File: src/rtl/simple_processor_pkg.sv
// rtl/simple_processor_pkg.sv - shared width, feeder state encoding and opcode constants
package simple_processor_pkg;

    localparam int DATA_W = 16;

    typedef enum logic [2:0] {
        IDLE,
        FETCH,
        ISSUE,
        WAIT,
        HALTED,
        ERROR,
        STEP_WAIT
    } state_t;

    localparam logic [2:0] OP_MV  = 3'd0;
    localparam logic [2:0] OP_MVT = 3'd1;
    localparam logic [2:0] OP_ADD = 3'd2;
    localparam logic [2:0] OP_SUB = 3'd3;
    localparam logic [2:0] OP_LD  = 3'd4;
    localparam logic [2:0] OP_ST  = 3'd5;
    localparam logic [2:0] OP_AND = 3'd6;
    localparam logic [2:0] OP_B   = 3'd7;

    // Instruction word: {opcode, immediate flag, rX, 9-bit rY/immediate field}
    function automatic logic [DATA_W-1:0] make_instr(input logic [2:0] op, input logic imm,
                                                     input logic [2:0] rx, input logic [8:0] operand);
        return {op, imm, rx, operand};
    endfunction

endpackage

File: src/rtl/program_ram.sv
// rtl/program_ram.sv - single-port synchronous program RAM, write-first, 1-cycle read
module program_ram #(
    parameter int DATA_W = 16,
    parameter int ADDR_W = 5
) (
    input  logic              clk,
    input  logic              reset,
    input  logic              we,
    input  logic              re,
    input  logic [ADDR_W-1:0] addr,
    input  logic [DATA_W-1:0] wdata,
    output logic [DATA_W-1:0] rdata
);

    logic [DATA_W-1:0] mem [0:(2**ADDR_W)-1];

    // Array has no reset so the program survives a core reset.
    always_ff @(posedge clk) begin
        if (we) begin
            mem[addr] <= wdata;
        end
    end

    // Read register only moves on re, so it doubles as the held instruction word.
    always_ff @(posedge clk) begin
        if (reset) begin
            rdata <= '0;
        end else if (re) begin
            rdata <= we ? wdata : mem[addr];
        end
    end

endmodule

File: src/rtl/instruction_feeder.sv
// rtl/instruction_feeder.sv - program sequencer for simple_processor; SINGLE_STEP_EN adds step/step_mode
module instruction_feeder #(
    parameter int DATA_W  = simple_processor_pkg::DATA_W,
    parameter int ADDR_W  = 5,
    parameter int TIMEOUT = 64
) (
    input  logic              clk_50MHz,
    input  logic              reset,
    input  logic              wr_en,
    input  logic [ADDR_W-1:0] wr_addr,
    input  logic [DATA_W-1:0] wr_data,
    input  logic [ADDR_W:0]   prog_len,
    input  logic              start,
    input  logic              done,
`ifdef SINGLE_STEP_EN
    input  logic              step,
    input  logic              step_mode,
`endif
    output logic [DATA_W-1:0] DIN,
    output logic              run,
    output logic              busy,
    output logic              halted,
    output logic              error,
    output logic [ADDR_W-1:0] pc
);

    import simple_processor_pkg::*;

    localparam int WDOG_W = $clog2(TIMEOUT) + 1;
    localparam logic [ADDR_W:0] DEPTH_L = (ADDR_W + 1)'(2 ** ADDR_W);
    localparam logic [ADDR_W:0] LEN_ONE = (ADDR_W + 1)'(1);

    state_t            state;
    logic [ADDR_W:0]   len;
    logic [WDOG_W-1:0] wdog;
    logic [ADDR_W:0]   clamped_len;
    logic              idle_like;
    logic              ram_we;
    logic              ram_re;
    logic              last;

    assign idle_like   = (state == IDLE) || (state == HALTED) || (state == ERROR);
    assign ram_we      = wr_en && idle_like;
    assign ram_re      = (state == FETCH);
    assign clamped_len = (prog_len > DEPTH_L) ? DEPTH_L : prog_len;
    assign last        = ({1'b0, pc} == (len - LEN_ONE));

    program_ram #(
        .DATA_W(DATA_W),
        .ADDR_W(ADDR_W)
    ) u_ram (
        .clk   (clk_50MHz),
        .reset (reset),
        .we    (ram_we),
        .re    (ram_re),
        .addr  (ram_we ? wr_addr : pc),
        .wdata (wr_data),
        .rdata (DIN)
    );

    always_ff @(posedge clk_50MHz) begin
        if (reset) begin
            state  <= IDLE;
            run    <= 1'b0;
            busy   <= 1'b0;
            halted <= 1'b0;
            error  <= 1'b0;
            pc     <= '0;
            len    <= '0;
            wdog   <= '0;
        end else begin
            run <= 1'b0;
            case (state)
                IDLE, HALTED, ERROR: begin
                    if (start) begin
                        error <= 1'b0;
                        pc    <= '0;
                        len   <= clamped_len;
                        if (clamped_len == '0) begin
                            state  <= HALTED;
                            halted <= 1'b1;
                        end else begin
                            state  <= FETCH;
                            halted <= 1'b0;
                            busy   <= 1'b1;
                        end
                    end
                end
                FETCH: begin
                    state <= ISSUE;
                    run   <= 1'b1;
                    wdog  <= '0;
                end
                ISSUE: begin
                    state <= WAIT;
                    wdog  <= wdog + WDOG_W'(1);
                end
                WAIT: begin
                    // A done on the expiry cycle still retires the instruction.
                    if (done) begin
                        if (last) begin
                            state  <= HALTED;
                            halted <= 1'b1;
                            busy   <= 1'b0;
                        end else begin
                            pc <= pc + ADDR_W'(1);
`ifdef SINGLE_STEP_EN
                            state <= step_mode ? STEP_WAIT : FETCH;
`else
                            state <= FETCH;
`endif
                        end
                    end else if (wdog == WDOG_W'(TIMEOUT - 1)) begin
                        state <= ERROR;
                        error <= 1'b1;
                        busy  <= 1'b0;
                    end else begin
                        wdog <= wdog + WDOG_W'(1);
                    end
                end
`ifdef SINGLE_STEP_EN
                STEP_WAIT: begin
                    if (step) begin
                        state <= FETCH;
                    end
                end
`endif
                default: begin
                    state <= IDLE;
                    busy  <= 1'b0;
                end
            endcase
        end
    end

endmodule
File: config.mk
export PLATFORM = sky130hd
export DESIGN_NAME = instruction_feeder
export DESIGN_NICKNAME = d
export VERILOG_FILES = /design/src/rtl/simple_processor_pkg.sv /design/src/rtl/program_ram.sv /design/src/rtl/instruction_feeder.sv
export SDC_FILE = /design/constraint.sdc
export NUM_CORES = 1
export LEC_CHECK = 0
export BUFFER_PORTS_ARGS = -buffer_cell sky130_fd_sc_hd__buf_2
export CAP_MARGIN = 20
export CELL_PAD_IN_SITES_DETAIL_PLACEMENT = 0
export CELL_PAD_IN_SITES_GLOBAL_PLACEMENT = 1
export CORE_AREA = 2 2 215 217
export DETAILED_ROUTE_END_ITERATION = 16
export DIE_AREA = 0 0 217 219
export GPL_ROUTABILITY_DRIVEN = 1
export PLACE_DENSITY = 0.78
export SLEW_MARGIN = 20
export SYNTH_ARGS = -nofsm -noshare
export SYNTH_HDL_FRONTEND = slang
export SYNTH_SLANG_ARGS = --single-unit
export TNS_END_PERCENT = 30
File: constraint.sdc
create_clock -name clk_50MHz -period 3.7 [get_ports clk_50MHz]
set_clock_uncertainty 0.05 [all_clocks]
set_input_delay 0.37 -clock clk_50MHz [delete_from_list [all_inputs] [get_ports clk_50MHz]]
set_output_delay 0.37 -clock clk_50MHz [all_outputs]
set_load 0.02 [all_outputs]
* Yosys cells after proc, flatten, opt, wreduce, memory -nomap -nowiden *
Memories as Yosys holds them, arrays and structs flattened. A register that Yosys moved wholly into a read port is not among the register bits.
Cells that the tools add are included.

cells by class
  magnitude comparators = 1
  muxes and demuxes = 33
  reduce and logical (&&, ||, !) cells = 16
  add/sub/neg operators = 3
  eq/ne operators = 17
  bitwise logic cells = 1

operator list
  operator             number
  $pmux 7 s3           1
  $mux 5               4
  $ne 2x2->1 const B   8
  $mux 1               15
  $mux 3               5
  $mux 7               2
  $pmux 3 s4           1
  $reduce_and 4->1     3
  $pmux 5 s2           1
  $add 7x1->7 const B  1
  $eq 7x6->1 const B   1
  $eq 3x2->1 const B   2
  $eq 3x3->1 const B   2
  $eq 5x6->1           1
  $gt 6x6->1 const B   1
  $logic_not 6->1      1
  $mux 6               1
  $ne 3x3->1 const B   2
  $sub 6x1->6 const B  1
  $add 5x1->5 const B  1
  $reduce_and 5->1     1
  $pmux 1 s2           2
  $reduce_and 2->1     2
  $eq 3x1->1 const B   1
  other kinds (10)     11

storage, ports and cells
  output and inout port bits = 25
  flip-flop bits (word level) = 25
  memory bits (writable) = 512
  logic and storage cells = 80
  memories = 1

memory list
  memory     depth  width  read ports  clocked after Yosys merged registers in  wr ports  line               RTL
  u_ram.mem  32     16     1           1                                        1         program_ram.sv:15  logic [DATA_W-1:0] mem [0:(2**ADDR_W)-1];

* Longest topological paths before layout *
Gate-level depths: netlist of run 1.

  depth after elaboration = 6
  depth in mapped cells = 12

* By module *
Synthesis of run 1 repeated with hierarchy kept, for this count alone.

second synthesis, totals
  cell total of the unflattened synthesis = 1,250
  area total of the unflattened synthesis = 22,143.7 um2

by module, submodules not included
  module              area an instance (um2)  times used  cells each
  program_ram         20,657.3                1           1,061
  instruction_feeder  1,486.4                 1           189

* Least setup slack after synthesis of run 1 *
Ideal clock, no wire load.

  path type = flip-flop to flip-flop
  start point = register state[2]
  end point = memory u_ram.mem[28][0], enable pin
  arrival time = 2.615 ns
  library setup time = 0.432 ns
  stages on the path, launching flop included = 6
  path slack = 0.604 ns
  path buffers = 2
  cells stage by stage = dfxtp_1 > nand2b_2 > buf_6 > buf_6 > nand2_1 > nor4_1

on the way
  longest elaborated chain between the ends = 6

RTL lines
  item                                           line                      RTL
  start: declaration                             instruction_feeder.sv:33  state_t state;
  start signal: assignment                       instruction_feeder.sv:63  state <= IDLE;
  start signal: assignment                       instruction_feeder.sv:80  state <= HALTED;
  start signal: assignment                       instruction_feeder.sv:83  state <= FETCH;
  $eq 3x3->1 or $logic_not 3->1 (tied branches)  instruction_feeder.sv:42  assign idle_like = (state == IDLE) || (state == HALTED) || (state == ERROR);
  $logic_or 1x1->1                               instruction_feeder.sv:42
  $logic_or 1x1->1 *                             instruction_feeder.sv:42
  $logic_and 1x1->1 *                            instruction_feeder.sv:43  assign ram_we = wr_en && idle_like;
  $mux 1                                         program_ram.sv:19         if (we) begin
  $mux 1 (not written as such)                   program_ram.sv:20         mem[addr] <= wdata;
  end: declaration                               program_ram.sv:15

Every way passes the cells marked *; elsewhere a longest branch is shown, timed or not.

* Worst setup path in the final report of run 1 *
  start point = register state[0]
  end point = register u_ram.rdata[7], read port of u_ram.mem

on the way
  longest elaborated chain between the ends = 5

RTL lines
  item                                           line                      RTL
  $eq 3x3->1 or $logic_not 3->1 (tied branches)  instruction_feeder.sv:42
  $logic_or 1x1->1 (2 in a row)                  instruction_feeder.sv:42
  $logic_and 1x1->1                              instruction_feeder.sv:43
  $mux 5                                         instruction_feeder.sv:56  .addr (ram_we ? wr_addr : pc),
  end: declaration                               program_ram.sv:12         output logic [DATA_W-1:0] rdata

Several ways; a longest one is shown, not always the timed one.
A chain may end at the register's enable or synchronous reset.

==> results.py, run 1 <==
metrics = {
    "run_status": {
        "status": "finished, final reports clean",
    },
    "logic_synthesis": {
        "postSynthAreaPerCell_um2": 15.9,
        "synth_area_leader_cell": "edfxtp_1",
        "synth_top_family_by_area": "compound AO/OA/AOI/OAI gates",
        "synthFlopType": "edfxtp_1",
        "synth-edff-count": 512,
        "syn_inst": 1413,
        "synth.distinct_cells": 89,
        "ys_seq_area_share_pct": 72.1,
        "synthArstFlopShare_pct": 0,
        "ys_top_cells_by_count": "edfxtp_1 (512), mux2i_1 (108), nor2_1 (74)",
        "yosysWarningCount": 0,
        "synth_xor_area_share_pct": 0.390,
        "ys_ff_latch": 553,
        "synthAdderAreaFrac_pct": 0.167,
        "synth.most_common_cell": "edfxtp_1",
        "syn_area_um2": 22400,
        "netlist_top_cells_area": "edfxtp_1 (68%), mux2i_1 (4.8%), dfxtp_1 (3.7%), mux4_2 (2.1%), a21oi_1 (1.4%)",
        "syn_nets": 1448,
        "synth_compound_area_share_pct": 10.5,
        "synth_mux_area_share_pct": 7.42,
        "yosysTopAreaCellShare_pct": 68.5,
        "synthSimpleGateAreaFrac_pct": 6.54,
    },
    "routing": {
        "drt_first_pass_iters": 6,
        "avgRoutedWirePerCell_um": 28.2,
        "vias": 13700,
        "wl_mm": 61.3,
        "drc": 0,
        "drtAntennaViolNets": 0,
        "viasPerCell": 6.30,
        "drtIter0Drc": 1733,
    },
    "timing": {
        "fin_tns_setup_ns": 0,
        "hold_viol_final": 0,
        "post-route-min-period_ns": 3.46,
        "tightestPinTransition_ns": 1.06,
        "setup_viol": 0,
        "drv_slew": 0,
        "relSlewSlack_pct": 28.6,
        "fin_ws_ns": 0.241,
        "timing.final.crit_share_pct": 93.5,
        "grt_setup_unrepaired": "false",
        "fmax_ghz": 0.289,
    },
    "critical_path": {
        "r2r_setup_slack_ns": 0.24,
        "start_kind": "register",
        "r2r_cells": 9,
        "crit_start": "state[0]",
        "worstSetupEndpointType": "register",
        "critical_path_peak_fanout": 22,
        "arrival_ns": 3.86,
        "rr_endpoint": "u_ram.rdata[7]",
        "cp-endpoint": "u_ram.rdata[7]",
        "cp.required_ns": 4.10,
        "r2r_start": "state[0]",
        "critical_path_class": "reg -> reg",
    },
    "cells_and_area": {
        "fillCellCount": 3556,
        "drive_gt1_share_pct": 20.6,
        "design_area_um2": 25500,
        "num-nets-final": 1564,
        "multi_input_area_um2": 5720,
        "ff_latch_area_um2": 16200,
        "antenna_cells": 0,
        "area_growth_pct": 13.8,
        "stdcell_count": 2175,
        "post-route-util_pct": 56.6,
    },
    "worst_hold_path": {
        "min_from": "prog_len[5]",
        "hold_class": "in -> reg",
    },
    "grt": {
        "first_global_vias": 13400,
        "grt_overflow_total": 0,
        "gr-usage-all-layers_pct": 26.0,
        "antenna_found_initial": 0,
        "grt_pass1_wl_mm": 89.1,
        "grt_max_degree": 37,
    },
    "clock_tree": {
        "numCtsBuffers": 54,
        "post_cts_resized": 0,
        "worst_skew_pair.late_latency_ns": 0.62,
        "root_buffer": "clkbuf_16",
        "clock_tree.buffer_depth": 3,
        "clk_pin_slew_ns": 0.06,
        "cts.sinks": 553,
        "cts_hold_buf": 0,
        "h-tree-depth": 2,
        "cts_setup_buffers": 0,
        "cts_tree": "done",
    },
    "die": {
        "initial_utilization_pct": 49.8,
        "core-area_um2": 45100,
        "die_h_um": 219,
        "boundaryPins": 57,
        "dieArea_um2": 47500,
        "die_x_um": 217,
        "row_count": 78,
    },
    "placed_design": {
        "dp_hpwl_mm": 39.5,
        "dp_slack_ns": 0.296,
        "gp_congestion": 0.863,
        "place_area_um2": 23800,
        "port_buffers": 56,
        "dp.cells": 2073,
    },
    "job": {
        "cap_viol_max_count": 0,
    },
    "power": {
        "power.density_nw_per_um2": 540,
        "ir_drop_uv": 427,
        "p_leak_nw": 8.16,
    },
}
[cells in the final DEF, fill, tap and decap left out, types with 7 or more instances in the layout]
| master | netlist | layout |
|---|---|---|
| o21ai_1 | 10 | 10 |
| nor2_1 | 74 | 45 |
| a21o_1 | 9 | 9 |
| o22ai_1 | 32 | 32 |
| nand2_1 | 64 | 64 |
| a21oi_1 | 62 | 62 |
| o21ai_0 | 51 | 51 |
| nor3_1 | 21 | 21 |
| o221ai_1 | 10 | 10 |
| buf_4 | 18 | 76 |
| nor2_2 | 5 | 32 |
| clkinv_2 | 0 | 9 |
| nand2b_1 | 7 | 7 |
| a22o_1 | 7 | 7 |
| buf_2 | 22 | 56 |
| clkinv_1 | 0 | 9 |
| inv_1 | 13 | 13 |
| clkbuf_1 | 17 | 13 |
| buf_12 | 0 | 11 |
| mux2i_1 | 108 | 108 |
| and3_1 | 9 | 9 |
| nand4_1 | 12 | 12 |
| a31oi_1 | 8 | 8 |
| edfxtp_1 | 512 | 512 |
| nand3_1 | 47 | 47 |
| dfxtp_1 | 41 | 41 |
| mux4_2 | 21 | 21 |
| a211oi_1 | 11 | 11 |
| nor4_1 | 8 | 7 |
| a22oi_1 | 16 | 16 |
| nor3b_1 | 7 | 7 |
| a2111oi_0 | 15 | 15 |
| clkbuf_16 | 0 | 54 |
| a311oi_1 | 10 | 10 |
| a221oi_1 | 7 | 7 |
[metrics by stage]
| step | total power, W | hold slack, ns |
|---|---|---|
| floorplan | 0.00804 | 0.398 |
| global placement | 0.00849 | 0.424 |
| detailed placement | 0.00852 | 0.426 |
| CTS | 0.0138 | 0.00230 |
| global route | 0.0142 | 0.0253 |
| finish | 0.0138 | 0.0234 |
[routing by layer]
| metal | share of wire, % | wire length [um] | up-vias | GRT usage (%) |
|---|---|---|---|---|
| li1 | - | - | 5895 | - |
| met1 | 38 | 23500 | 6871 | 34.7 |
| met2 | 46 | 28400 | 801 | 41.0 |
| met3 | 11 | 6990 | 135 | 6.36 |
| met4 | 4.0 | 2480 | 0 | 10.9 |
| met5 | 0 | 0 | - | 0 |
[logic make-up after synthesis]
kind of cell / Yosys count
flops: 553
xor+xnor: 10
fa+ha+maj: 3
simple gates: 287
buf+inv: 96
compound gates: 325
mux: 139
[registers in the layout, indices dropped and copies added, names as in the netlist, 3 cells and up]
signal,cells
u_ram.rdata,16
state,3
u_ram.mem,512
wdog,7
pc,5
len,6
[critical path, cell delays in order, from the launching register on]
cell and delay, ns:
dfxtp_1 0.45, nor2b_4 0.58, o21ai_2 0.28, nand2_8 0.26
buf_12 0.21, buf_4 0.20, mux2i_1 0.21, o22ai_1 0.10
a2111oi_0 0.74, a311oi_1 0.20
[where the power goes]
part	total (W)	leakage [nW]	internal (W)	switching [W]
clock	0.00540	0.836	0.00303	0.00237
sequential	0.00699	4.94	0.00693	0.0000628
combinational	0.00141	2.38	0.000476	0.000933
[worst min path at each step]
stage               endpoint  slack, ns  cells after the start
floorplan             len[5]       0.40                      2
global placement      len[5]       0.42                      2
detailed placement    len[5]       0.43                      2
CTS                   len[5]      0.002                      3
global route          len[5]       0.03                      3
finish                len[5]       0.02                      3
[final cells by class]
cell class | instances | area share [%]
Inverter | 13 | 0.191
Sequential cell | 553 | 63.4
Tap cell | 600 | 2.94
Timing Repair Buffer | 143 | 4.19
Multi-Input combinational cell | 764 | 22.4
Clock inverter | 33 | 1.27
Clock buffer | 69 | 5.59
Note: power is estimated with default switching activity, not from simulation.
==> run 2, diff against run 1 <==
CORE_AREA = 3 3 216 218   (was 2 2 215 217)
DIE_AREA = 0 0 219 221   (was 0 0 217 219)
==> run 2 against run 1 <==
Compared with the run above: sequential power about the same; count of clock-buffer cells in the layout decreased by 4; die area grew 1.8%; highest routed layer unchanged; cell count hardly changed; non-clock buffer count is 2 higher; worst setup slack better by 0.097 ns; via count is 0.47% higher; maximum frequency grew 2.9%; sequential share of layout area shrank 0.31 points; largest cell class unchanged; largest power group unchanged; total power grew 3.9%.
==> results.py, run 2 (synthesized netlist as in run 1, its figures left out) <==
metrics = {
    "run_status": {
        "status": "finished, final reports clean",
    },
    "timing": {
        "timing.final.crit_share_pct": 90.9,
        "tightestPinTransition_ns": 1.13,
        "setup_viol": 0,
        "fmax_ghz": 0.297,
        "hold_viol_final": 0,
        "post-route-min-period_ns": 3.36,
        "relSlewSlack_pct": 24.1,
        "drv_slew": 0,
        "grt_setup_unrepaired": "false",
        "fin_tns_setup_ns": 0,
    },
    "clock_tree": {
        "worst_skew_pair.late_latency_ns": 0.62,
        "clk_pin_slew_ns": 0.06,
        "cts_tree": "done",
        "root_buffer": "clkbuf_16",
        "h-tree-depth": 2,
        "cts.sinks": 553,
        "numCtsBuffers": 54,
        "clock_tree.buffer_depth": 3,
        "post_cts_resized": 0,
    },
    "routing": {
        "wl_mm": 62.6,
        "drtIter0Drc": 1921,
        "viasPerCell": 6.32,
        "drtAntennaViolNets": 0,
        "avgRoutedWirePerCell_um": 28.7,
        "drc": 0,
        "vias": 13800,
        "drt_first_pass_iters": 8,
    },
    "grt": {
        "grt_pass1_wl_mm": 91.4,
        "grt_max_degree": 41,
        "gr-usage-all-layers_pct": 25.9,
        "grt_overflow_total": 0,
        "first_global_vias": 13500,
        "antenna_found_initial": 0,
    },
    "die": {
        "die_h_um": 221,
        "core-area_um2": 45100,
        "initial_utilization_pct": 49.8,
        "dieArea_um2": 48400,
        "boundaryPins": 57,
        "row_count": 78,
        "die_x_um": 219,
    },
    "critical_path": {
        "critical_path_class": "reg -> reg",
        "r2r_cells": 10,
        "path_delay_family": "compound AO/OA/AOI/OAI gates",
        "critical_path_peak_fanout": 16,
        "crit_buf_inv": 3,
        "start_kind": "register",
        "worst-path-stages": 10,
        "cp-endpoint": "u_ram.rdata[12]",
        "r2r_start": "state[2]",
        "crit_start": "state[2]",
        "cp.required_ns": 4.09,
        "r2r_setup_slack_ns": 0.34,
        "crit_slowest_cell": "a2111oi_0",
        "worstSetupEndpointType": "register",
        "cp_common_cell": "buf_4",
        "arrival_ns": 3.75,
        "cpPeakStageDelay_ns": 0.68,
        "rr_endpoint": "u_ram.rdata[12]",
        "worstPathCellList": "nand2b_2 -> buf_4 -> a21boi_4 -> buf_4 -> a211oi_4 -> buf_4 -> a21oi_1 -> o21ai_0 -> a2111oi_0 -> a311oi_1",
    },
    "cells_and_area": {
        "num-nets-final": 1566,
        "max_flop_register": "u_ram.mem",
        "largest_reg_flops": 512,
        "final_common_cell": "edfxtp_1",
        "area_growth_pct": 14.3,
        "antenna_cells": 0,
        "reg.largest.list": "u_ram.mem: 512 flops, u_ram.rdata: 16 flops, wdog: 7 flops",
        "mostFrequentLayoutCells": "edfxtp_1 (512), mux2i_1 (108), buf_4 (81)",
        "drive_gt1_share_pct": 20.9,
    },
    "power": {
        "p_leak_nw": 8.25,
        "ir_drop_uv": 467,
        "totalPowerFinal_w": 0.0143,
        "power.density_nw_per_um2": 559,
    },
    "job": {
        "cap_viol_max_count": 0,
    },
    "placed_design": {
        "gp_congestion": 0.897,
        "dp_hpwl_mm": 39.5,
        "port_buffers": 56,
    },
    "worst_hold_path": {
        "hold_class": "in -> reg",
    },
}
## run 2: cell count changes in the layout (fill, tap and decap cells not counted), sizes merged
cell,before,now
bufinv,4,11
clkbuf,69,65
clkinvlp,6,2
dlygate4sd3,0,2
inv,15,16
## run 2: power breakdown
| part | switching (W) | internal [W] |
|---|---|---|
| registers | 0.0000703 | 0.00693 |
| logic | 0.000940 | 0.000466 |
| clock network | 0.00240 | 0.00354 |
## run 2: through the flow
| step | area (um2) | utilization [%] | setup WS, ns | instances | hold slack [ns] |
|---|---|---|---|---|---|
| 6_report | 25700 | 56.9 | 0.338 | 2177 | 0.0779 |
| 5_1_grt | 25700 | 56.9 | 0.195 | 2177 | 0.0936 |
| 4_1_cts | 25700 | 56.9 | 0.386 | 2177 | 0.0511 |
| 3_5_place_dp | 23700 | 52.6 | 0.377 | 2073 | 0.428 |
| 3_3_place_gp | 23700 | 52.6 | 0.454 | 2073 | 0.424 |
| 2_1_floorplan | 22400 | - | 0.604 | 1413 | 0.398 |
## run 2: layer usage
layer,up-vias,routed length (um),global-route usage [%]
met1,6942,24700,36.0
met4,0,2830,11.1
met3,150,6250,5.26
met2,781,28800,40.0
li1,5894,-,-
met5,-,0,0
## run 2: how the worst min path moves through the flow
stage	startpoint	endpoint	slack [ns]	cells after the start
2_1_floorplan	len[5]	len[5]	0.40	2
4_1_cts	prog_len[0]	halted	0.05	4
5_1_grt	prog_len[1]	halted	0.09	4
3_5_place_dp	len[5]	len[5]	0.43	2
3_3_place_gp	len[5]	len[5]	0.42	2
6_report	prog_len[1]	halted	0.08	4
## run 2: area by class of cell
class                   count  area, um2
clock buffers              65       1430
well taps                 600        751
clock inverters            37        484
multi-input cells         764       5720
repair buffers            145       1030
inverters                  13       48.8
fillers                  3497      19400
flip-flops and latches    553      16200
## run 2: timing repair
action | 4_1_cts | 5_1_grt
setup buffers | 0 | 0
hold buffers | 2 | 0
endpoints found under the hold margin | 1 | 0
## run 2: tightest hold or removal path: stages
cell	delay (ns)
buf_2	0.08
nor3_1	0.09
nor2_1	0.10
nor3_1	0.05
